`src/rtl/timer_pkg.sv`:
```
// Shared types and defaults for the timer input-capture front end.
package timer_pkg;

   localparam int CNT_W_DEF = 16;

   typedef enum logic [1:0] {
      EDGE_OFF  = 2'b00,
      EDGE_RISE = 2'b01,
      EDGE_FALL = 2'b10,
      EDGE_BOTH = 2'b11
   } edge_sel_e;

   // One captured event at the default counter width.
   typedef struct packed {
      logic                 rise;   // 1 rising, 0 falling
      logic [CNT_W_DEF-1:0] stamp;
   } cap_entry_t;

   // True when the detected edge type is enabled by the selector.
   function automatic logic edge_enabled(edge_sel_e sel, logic rise, logic fall);
      return (rise && (sel == EDGE_RISE || sel == EDGE_BOTH)) ||
             (fall && (sel == EDGE_FALL || sel == EDGE_BOTH));
   endfunction

endpackage

```
`src/rtl/timer_input_capture_if.sv`:
```
// Read-side bus between the capture block and the timer core.
interface timer_input_capture_if #(
   parameter int CNT_W = timer_pkg::CNT_W_DEF
);
   logic             rd_en_i;
   logic             ovf_clr_i;
   logic [CNT_W-1:0] rd_data_o;
   logic             rd_edge_o;
   logic             empty_o;
   logic             full_o;
   logic             ovf_o;
   logic             cap_irq_o;

   // Timer core side: pops entries and clears the overflow flag.
   modport master (
      output rd_en_i, ovf_clr_i,
      input  rd_data_o, rd_edge_o, empty_o, full_o, ovf_o, cap_irq_o
   );

   // Capture block side.
   modport slave (
      input  rd_en_i, ovf_clr_i,
      output rd_data_o, rd_edge_o, empty_o, full_o, ovf_o, cap_irq_o
   );
endinterface

```
`src/rtl/capture_fifo.sv`:
```
// Generic first-word-fall-through synchronous FIFO. DEPTH must be a power of
// two and at least 2; pointers carry one extra wrap bit so full and empty are
// told apart by the MSB compare.
module capture_fifo #(
   parameter int WIDTH = 17,
   parameter int DEPTH = 4
) (
   input  logic             wb_clk_i,
   input  logic             wb_rst_i,
   input  logic             push_i,
   input  logic [WIDTH-1:0] push_data_i,
   input  logic             pop_i,
   output logic [WIDTH-1:0] head_o,
   output logic             empty_o,
   output logic             full_o,
   output logic             drop_o
);

   localparam int AW = $clog2(DEPTH);

   logic [WIDTH-1:0] mem_q [DEPTH];
   logic [AW:0]      wr_ptr_q, wr_ptr_d;
   logic [AW:0]      rd_ptr_q, rd_ptr_d;
   logic             empty_q, empty_d;
   logic             full_q, full_d;
   logic             pop_ok, push_ok;

   // Accept/drop decisions and next pointer/flag state.
   always_comb begin
      // NOTE: every signal written here gets a default first so no path can
      // leave it unassigned and infer a latch.
      pop_ok   = pop_i && !empty_q;
      push_ok  = push_i && (!full_q || pop_ok);
      drop_o   = push_i && full_q && !pop_ok;
      wr_ptr_d = wr_ptr_q + (AW+1)'(push_ok);
      rd_ptr_d = rd_ptr_q + (AW+1)'(pop_ok);
      empty_d  = (wr_ptr_d == rd_ptr_d);
      full_d   = (wr_ptr_d[AW] != rd_ptr_d[AW]) &&
                 (wr_ptr_d[AW-1:0] == rd_ptr_d[AW-1:0]);
   end

   // Pointer and flag registers; reset drops any queued entries.
   always_ff @(posedge wb_clk_i) begin
      // NOTE: state is updated with non-blocking assignments so every flop
      // samples the pre-edge values regardless of statement order.
      if (wb_rst_i) begin
         wr_ptr_q <= '0;
         rd_ptr_q <= '0;
         empty_q  <= 1'b1;
         full_q   <= 1'b0;
      end else begin
         wr_ptr_q <= wr_ptr_d;
         rd_ptr_q <= rd_ptr_d;
         empty_q  <= empty_d;
         full_q   <= full_d;
      end
   end

   // Storage write.
   always_ff @(posedge wb_clk_i) begin
      // NOTE: the storage array has no reset; the pointers alone decide what
      // is valid, and head_o is masked while empty.
      if (push_ok) begin
         mem_q[wr_ptr_q[AW-1:0]] <= push_data_i;
      end
   end

   assign head_o  = empty_q ? '0 : mem_q[rd_ptr_q[AW-1:0]];
   assign empty_o = empty_q;
   assign full_o  = full_q;

endmodule

```
`src/rtl/timer_input_capture.sv`:
```
// Input-capture front end: pad synchroniser, edge detect, prescaled
// timestamp counter and a capture FIFO popped by the timer core.
module timer_input_capture
   import timer_pkg::*;
#(
   parameter int CNT_W       = CNT_W_DEF,
   parameter int DEPTH       = 4,
   parameter int SYNC_STAGES = 2
) (
   input  logic                  wb_clk_i,
   input  logic                  wb_rst_i,
   input  logic                  cap_pin_i,
   input  logic [1:0]            edge_sel_i,
   input  logic [7:0]            prescale_i,
   input  logic                  cnt_clr_i,
   output logic [CNT_W-1:0]      cnt_o,
   output logic                  cnt_wrap_o,
   timer_input_capture_if.slave  rd_bus
);

   typedef struct packed {
      logic             rise;
      logic [CNT_W-1:0] stamp;
   } entry_t;

   logic [SYNC_STAGES-1:0] sync_q;
   logic                   hist_q;
   logic                   pin_s;
   logic                   rise_det, fall_det, cap_push;
   edge_sel_e              sel;

   logic [7:0]             psc_q, psc_d;
   logic [CNT_W-1:0]       cnt_q, cnt_d;
   logic                   wrap_q, wrap_d;
   logic                   ovf_q, ovf_d;

   entry_t                 push_entry, head_entry;
   logic                   fifo_empty, fifo_full, fifo_drop;

   // Synchroniser chain plus history flop; history tracks the pin every cycle
   // so changing the edge selector can never fabricate an edge.
   always_ff @(posedge wb_clk_i) begin
      if (wb_rst_i) begin
         sync_q <= '0;
         hist_q <= 1'b0;
      end else begin
         sync_q <= {sync_q[SYNC_STAGES-2:0], cap_pin_i};
         hist_q <= sync_q[SYNC_STAGES-1];
      end
   end

   // Edge detection against the history flop, filtered by the selector.
   always_comb begin
      pin_s    = sync_q[SYNC_STAGES-1];
      sel      = edge_sel_e'(edge_sel_i);
      rise_det = pin_s && !hist_q;
      fall_det = !pin_s && hist_q;
      cap_push = edge_enabled(sel, rise_det, fall_det);
      push_entry.rise  = rise_det;
      push_entry.stamp = cnt_q;
   end

   // Prescaler and timestamp counter; clear wins over any increment.
   always_comb begin
      psc_d  = psc_q + 8'd1;
      cnt_d  = cnt_q;
      wrap_d = 1'b0;
      if (cnt_clr_i) begin
         psc_d = 8'd0;
         cnt_d = '0;
      end else if (psc_q == prescale_i) begin
         psc_d  = 8'd0;
         cnt_d  = cnt_q + CNT_W'(1);
         wrap_d = &cnt_q;
      end
   end

   // Counter state and the wrap pulse aligned with cnt_o reading zero.
   always_ff @(posedge wb_clk_i) begin
      if (wb_rst_i) begin
         psc_q  <= 8'd0;
         cnt_q  <= '0;
         wrap_q <= 1'b0;
      end else begin
         psc_q  <= psc_d;
         cnt_q  <= cnt_d;
         wrap_q <= wrap_d;
      end
   end

   // Sticky overflow: a new drop outranks a same-cycle clear.
   always_comb begin
      ovf_d = ovf_q;
      if (rd_bus.ovf_clr_i) ovf_d = 1'b0;
      if (fifo_drop)        ovf_d = 1'b1;
   end

   // Overflow flag register.
   always_ff @(posedge wb_clk_i) begin
      if (wb_rst_i) ovf_q <= 1'b0;
      else          ovf_q <= ovf_d;
   end

   capture_fifo #(
      .WIDTH ($bits(entry_t)),
      .DEPTH (DEPTH)
   ) u_fifo (
      .wb_clk_i    (wb_clk_i),
      .wb_rst_i    (wb_rst_i),
      .push_i      (cap_push),
      .push_data_i (push_entry),
      .pop_i       (rd_bus.rd_en_i),
      .head_o      (head_entry),
      .empty_o     (fifo_empty),
      .full_o      (fifo_full),
      .drop_o      (fifo_drop)
   );

   assign cnt_o            = cnt_q;
   assign cnt_wrap_o       = wrap_q;
   assign rd_bus.rd_data_o = head_entry.stamp;
   assign rd_bus.rd_edge_o = head_entry.rise;
   assign rd_bus.empty_o   = fifo_empty;
   assign rd_bus.full_o    = fifo_full;
   assign rd_bus.ovf_o     = ovf_q;
   assign rd_bus.cap_irq_o = !fifo_empty;

endmodule
```
`src/flat_wrapper.sv`:
```
// flat-port wrapper written by rule: the top's interface ports become plain ports
module timer_input_capture_flat import timer_pkg::*;
#(
   parameter int CNT_W       = CNT_W_DEF,
   parameter int DEPTH       = 4,
   parameter int SYNC_STAGES = 2
)
  (wb_clk_i, wb_rst_i, cap_pin_i, edge_sel_i, prescale_i, cnt_clr_i, cnt_o, cnt_wrap_o, rd_bus_rd_en_i, rd_bus_ovf_clr_i, rd_bus_rd_data_o, rd_bus_rd_edge_o, rd_bus_empty_o, rd_bus_full_o, rd_bus_ovf_o, rd_bus_cap_irq_o);
  timer_input_capture_if #(.CNT_W(CNT_W)) rd_bus_i ();
  input  logic wb_clk_i;
  input  logic wb_rst_i;
  input  logic cap_pin_i;
  input  logic [1:0] edge_sel_i;
  input  logic [7:0] prescale_i;
  input  logic cnt_clr_i;
  output logic [CNT_W-1:0] cnt_o;
  output logic cnt_wrap_o;
  input wire logic [$bits(rd_bus_i.rd_en_i)-1:0] rd_bus_rd_en_i;
  input wire logic [$bits(rd_bus_i.ovf_clr_i)-1:0] rd_bus_ovf_clr_i;
  output wire logic [$bits(rd_bus_i.rd_data_o)-1:0] rd_bus_rd_data_o;
  output wire logic [$bits(rd_bus_i.rd_edge_o)-1:0] rd_bus_rd_edge_o;
  output wire logic [$bits(rd_bus_i.empty_o)-1:0] rd_bus_empty_o;
  output wire logic [$bits(rd_bus_i.full_o)-1:0] rd_bus_full_o;
  output wire logic [$bits(rd_bus_i.ovf_o)-1:0] rd_bus_ovf_o;
  output wire logic [$bits(rd_bus_i.cap_irq_o)-1:0] rd_bus_cap_irq_o;
  assign rd_bus_i.rd_en_i = rd_bus_rd_en_i;
  assign rd_bus_i.ovf_clr_i = rd_bus_ovf_clr_i;
  assign rd_bus_rd_data_o = rd_bus_i.rd_data_o;
  assign rd_bus_rd_edge_o = rd_bus_i.rd_edge_o;
  assign rd_bus_empty_o = rd_bus_i.empty_o;
  assign rd_bus_full_o = rd_bus_i.full_o;
  assign rd_bus_ovf_o = rd_bus_i.ovf_o;
  assign rd_bus_cap_irq_o = rd_bus_i.cap_irq_o;
  timer_input_capture #(.CNT_W(CNT_W), .DEPTH(DEPTH), .SYNC_STAGES(SYNC_STAGES)) u_core (.wb_clk_i(wb_clk_i), .wb_rst_i(wb_rst_i), .cap_pin_i(cap_pin_i), .edge_sel_i(edge_sel_i), .prescale_i(prescale_i), .cnt_clr_i(cnt_clr_i), .cnt_o(cnt_o), .cnt_wrap_o(cnt_wrap_o), .rd_bus(rd_bus_i));
endmodule
```
`config.mk`:
```
export PLATFORM = sky130hd
export DESIGN_NAME = timer_input_capture_flat
export DESIGN_NICKNAME = d
export VERILOG_FILES = /design/src/rtl/timer_pkg.sv /design/src/rtl/timer_input_capture_if.sv /design/src/rtl/capture_fifo.sv /design/src/rtl/timer_input_capture.sv /design/src/flat_wrapper.sv
export SDC_FILE = /design/constraint.sdc
export NUM_CORES = 1
export LEC_CHECK = 0
export CORE_ASPECT_RATIO = 1.75
export CORE_MARGIN = 8
export CORE_UTILIZATION = 55
export CTS_CLUSTER_SIZE = 12
export DETAILED_ROUTE_END_ITERATION = 8
export HOLD_SLACK_MARGIN = 0.1
export PLACE_DENSITY = 0.79
export SLEW_MARGIN = 20
export SYNTH_ARGS = -nofsm -noshare
export SYNTH_HDL_FRONTEND = slang
export SYNTH_HIERARCHICAL = 1
export SYNTH_SLANG_ARGS = --single-unit
```
`constraint.sdc`:
```
create_clock -name wb_clk_i -period 2.9 [get_ports wb_clk_i]
set_input_delay 0.58 -clock wb_clk_i [delete_from_list [all_inputs] [get_ports wb_clk_i]]
set_output_delay 0.58 -clock wb_clk_i [all_outputs]
set_load 0.01 [all_outputs]
```
==> qor.tcl <==
set qor(run_status) {completed}
set qor(worst_slack_at_placement_ns) 0.263
set qor(cts_tree) {built}
set qor(worst_setup_path_start_kind) {flop}
set qor(dominantRegCellSynth) {sky130_fd_sc_hd__edfxtp_1}
set qor(ctsHtreeMaxLevel) 3
set qor(floorplan.initialDensity) 0.563
set qor(via_count_of_the_first_global_routing_pass) 2727
set qor(synth_top_cells_by_count) {sky130_fd_sc_hd__edfxtp_1 (68), sky130_fd_sc_hd__dfxtp_1 (37), sky130_fd_sc_hd__nor2b_1 (25)}
set qor(leakage_power_nw) 1.72
set qor(antenna_found_initial) 0
set qor(fin_worst_skew_ns) 0.00756
set qor(number_of_enable_flip_flop_cells_after_synthesis) 68
set qor(dpl-instance-area_um2) 5100
set qor(mappedNetlistNets) 326
set qor(setup.worst_path.end) {rd_bus_rd_data_o[0]}
set qor(synth_fa_ha_area_frac) 0.0170
set qor(crit_path_end_kind) {output pin}
set qor(setup.worst_path.class) {reg2out}
set qor(main_combinational_cell_family_by_area_after_synthesis) {simple AND/OR/NAND/NOR gates}
set qor(finalPower_mw) 2.89
set qor(grt_setup_unrepaired) {no}
set qor(worst_setup_hold_path_clk_slew_ns) 0.06
set qor(netlist_top_cells_area) {sky130_fd_sc_hd__edfxtp_1 (46%), sky130_fd_sc_hd__dfxtp_1 (17%), sky130_fd_sc_hd__mux4_2 (8.7%)}
set qor(required_arrival_time_at_the_worst_endpoint_ns) 2.32
set qor(timing.rr.start) {u_core/sync_q[1]}
set qor(yosys.area.top_type_share) 0.462
set qor(reg2reg_setup_slack_ns) 0.78
set qor(antenna_diode_instance_count) 0
set qor(power_density_nw_per_um2) 538
set qor(clock_sinks) 105
set qor(holdWs_ns) 0.452
set qor(design.die.area_um2) 11300
set qor(post-route-drc-count) 0
set qor(post-synth-top-count-cell) {sky130_fd_sc_hd__edfxtp_1}
set qor(totalWireLength_um) 8670
set qor(cts_buffer_depth) 2
set qor(clk-insertion-delay-late_ns) 0.34
set qor(drv.max_cap_violation_count) 0
set qor(track_usage) 0.155
set qor(postSynthRegisterBits) 105
set qor(tns_ns) 0
set qor(grt_first_pass_wirelength_um) 13700
set qor(synth.avg_cell_area_um2) 14.5
set qor(synth.largest_area_cell) {sky130_fd_sc_hd__edfxtp_1}
set qor(cts-resized-gates) 0
set qor(hold_path.class) {reg2reg}
set qor(detail_route.wl_per_cell_um) 18.8
set qor(mappedNetlistArea_um2) 4420
set qor(length_in_cells_of_the_worst_reg_to_reg_path) 10
set qor(cts_made_buffers) 9
set qor(muxShareOfSynthArea) 0.0911
set qor(postCtsHoldBufs) 0
set qor(pin_count) 54
set qor(seq_area_frac_synth) 0.629
set qor(final-setup-viol-count) 0
set qor(area.growth.synth_to_final_pct) 21.1
set qor(synth_xor_area_frac) 0.0461
set qor(io_buf_count) 53
set qor(post_synth_and_or_nand_nor_area_fraction) 0.147
set qor(route.antenna.remaining_nets) 0
set qor(nFillCells) 570
set qor(count_of_yosys_warnings_during_synthesis) 6
set qor(drt_iter0_drc) 158
set qor(largest_net_degree_at_the_start_of_global_routing) 29
set qor(finalMaxSlewViolations) 0
set qor(yosys.cell_types.count) 42
set qor(worst_setup_path_startpoint) {u_core/u_fifo/rd_ptr_q[0]}
set qor(worst-path-max-fanout) 18
set qor(critPathArrivalTime_ns) 2.06
set qor(vdd_ir_drop_max_uv) 423
set qor(place_inst) 444
set qor(fin_area_um2) 5360
set qor(die_h_um) 135
set qor(first_pass_iteration_count_of_the_detailed_router) 4
set qor(final_cell_count_no_fill) 460
set qor(worstMarginPinSlew_ns) 0.449
set qor(route.detailed.vias_per_inst) 5.96
set qor(dpl.hpwl_um) 6070
set qor(gpl.final_weighted_congestion) 0.815
set qor(crit-reg2reg-capture) {u_core/u_fifo/empty_o}
set qor(postSynthCellCount) 304
set qor(slew-limit-headroom) 0.699
set qor(drive_gt1_frac) 0.141
set qor(synth-compound-area-share) 0.0470
set qor(post_cts_setup_bufs) 0
set qor(postLayoutCoreUtil) 0.682
set qor(fp-row-count) 43
set qor(via_count) 2740
set qor(timing.final.ws_setup_ns) 0.262
set qor(cts_root_buffer) {sky130_fd_sc_hd__clkbuf_16}
set qor(die-width_um) 83.8
set qor(final_nets) 387
set qor(synthArstFlopShare) 0
set qor(clock.fmax_mhz) 379
set qor(fin_crit_share) 0.910
set qor(finalHoldViolCount) 0
set qor(finalCriticalPeriod_ns) 2.64
set qor(overflow) 0
set qor(core_area_um2) 7860
==> where the power goes <==
part	internal (mW)	switching [mW]
logic	0.132	0.106
registers	1.59	0.00903
clock network	0.575	0.473
==> routing by layer <==
metal | vias to the layer above | part of all wire | GRT usage
met2 | 81 | 0.56 | 0.275
met5 | - | 0 | 0
met3 | 9 | 0.066 | 0.0519
li1 | 1305 | - | -
met4 | 0 | 0.013 | 0.0734
met1 | 1345 | 0.37 | 0.159
==> cells in the final DEF (no fill, tap or decap), drive strengths merged, types with 8 or more instances in the layout <==
cell type       n
clkbuf         12
nor3           10
dfxtp          37
clkdlybuf4s50  53
mux4           17
nand4           8
nor2b          25
xnor2          14
nand2           8
buf            10
or4             8
nand3          13
a21oi          12
edfxtp         68
o31ai           8
==> flip-flops by register name (all words and copies together), names as in the netlist, 2 cells and up <==
name / flops
u_core/cnt_o: 16
u_core/psc_q: 8
u_core/sync_q: 2
u_core/u_fifo/mem_q: 68
u_core/u_fifo/rd_ptr_q: 3
u_core/u_fifo/wr_ptr_q: 3
==> kinds of logic (layout without fill, tap and decap cells) <==
kind of cell / Yosys count / after routing
DFF: 105 / 105
AOI/OAI and AO/OA: 32 / 32
adders and majority gates: 6 / 6
xor gates and xnor gates: 19 / 19
buffers and inverters: 19 / 85
and+or+nand+nor: 104 / 104
muxes: 19 / 19
==> critical path, cell delays in order, from the launching register on <==
cell	delay (ns)
sky130_fd_sc_hd__dfxtp_1	0.35
sky130_fd_sc_hd__buf_12	0.20
sky130_fd_sc_hd__mux4_2	0.54
sky130_fd_sc_hd__nor2b_1	0.14
sky130_fd_sc_hd__clkdlybuf4s50_1	0.48
==> area by class of cell <==
| cell class | instances | area (um^2) | area share |
|---|---|---|---|
| tap | 90 | 113 | 0.0210 |
| clock buffer | 12 | 236 | 0.0441 |
| clock inverter | 4 | 20.0 | 0.00374 |
| timing repair buffer | 63 | 631 | 0.118 |
| multi-input combinational | 180 | 1550 | 0.290 |
| sequential | 105 | 2780 | 0.519 |
| inverter | 6 | 22.5 | 0.00420 |
==> how the worst min path moves through the flow <==
| stage | to | cells past startpoint | startpoint | slack (ns) |
|---|---|---|---|---|
| after global routing | u_core/sync_q[1] | 1 | u_core/sync_q[0] | 0.48 |
| after CTS | u_core/sync_q[1] | 1 | u_core/sync_q[0] | 0.46 |
| after floorplan | u_core/sync_q[1] | 1 | u_core/sync_q[0] | 0.41 |
| final | u_core/sync_q[1] | 1 | u_core/sync_q[0] | 0.45 |
| after global placement | u_core/sync_q[1] | 1 | u_core/sync_q[0] | 0.43 |
| after detailed placement | u_core/sync_q[1] | 1 | u_core/sync_q[0] | 0.44 |
Power figures use the tool's default switching activity.
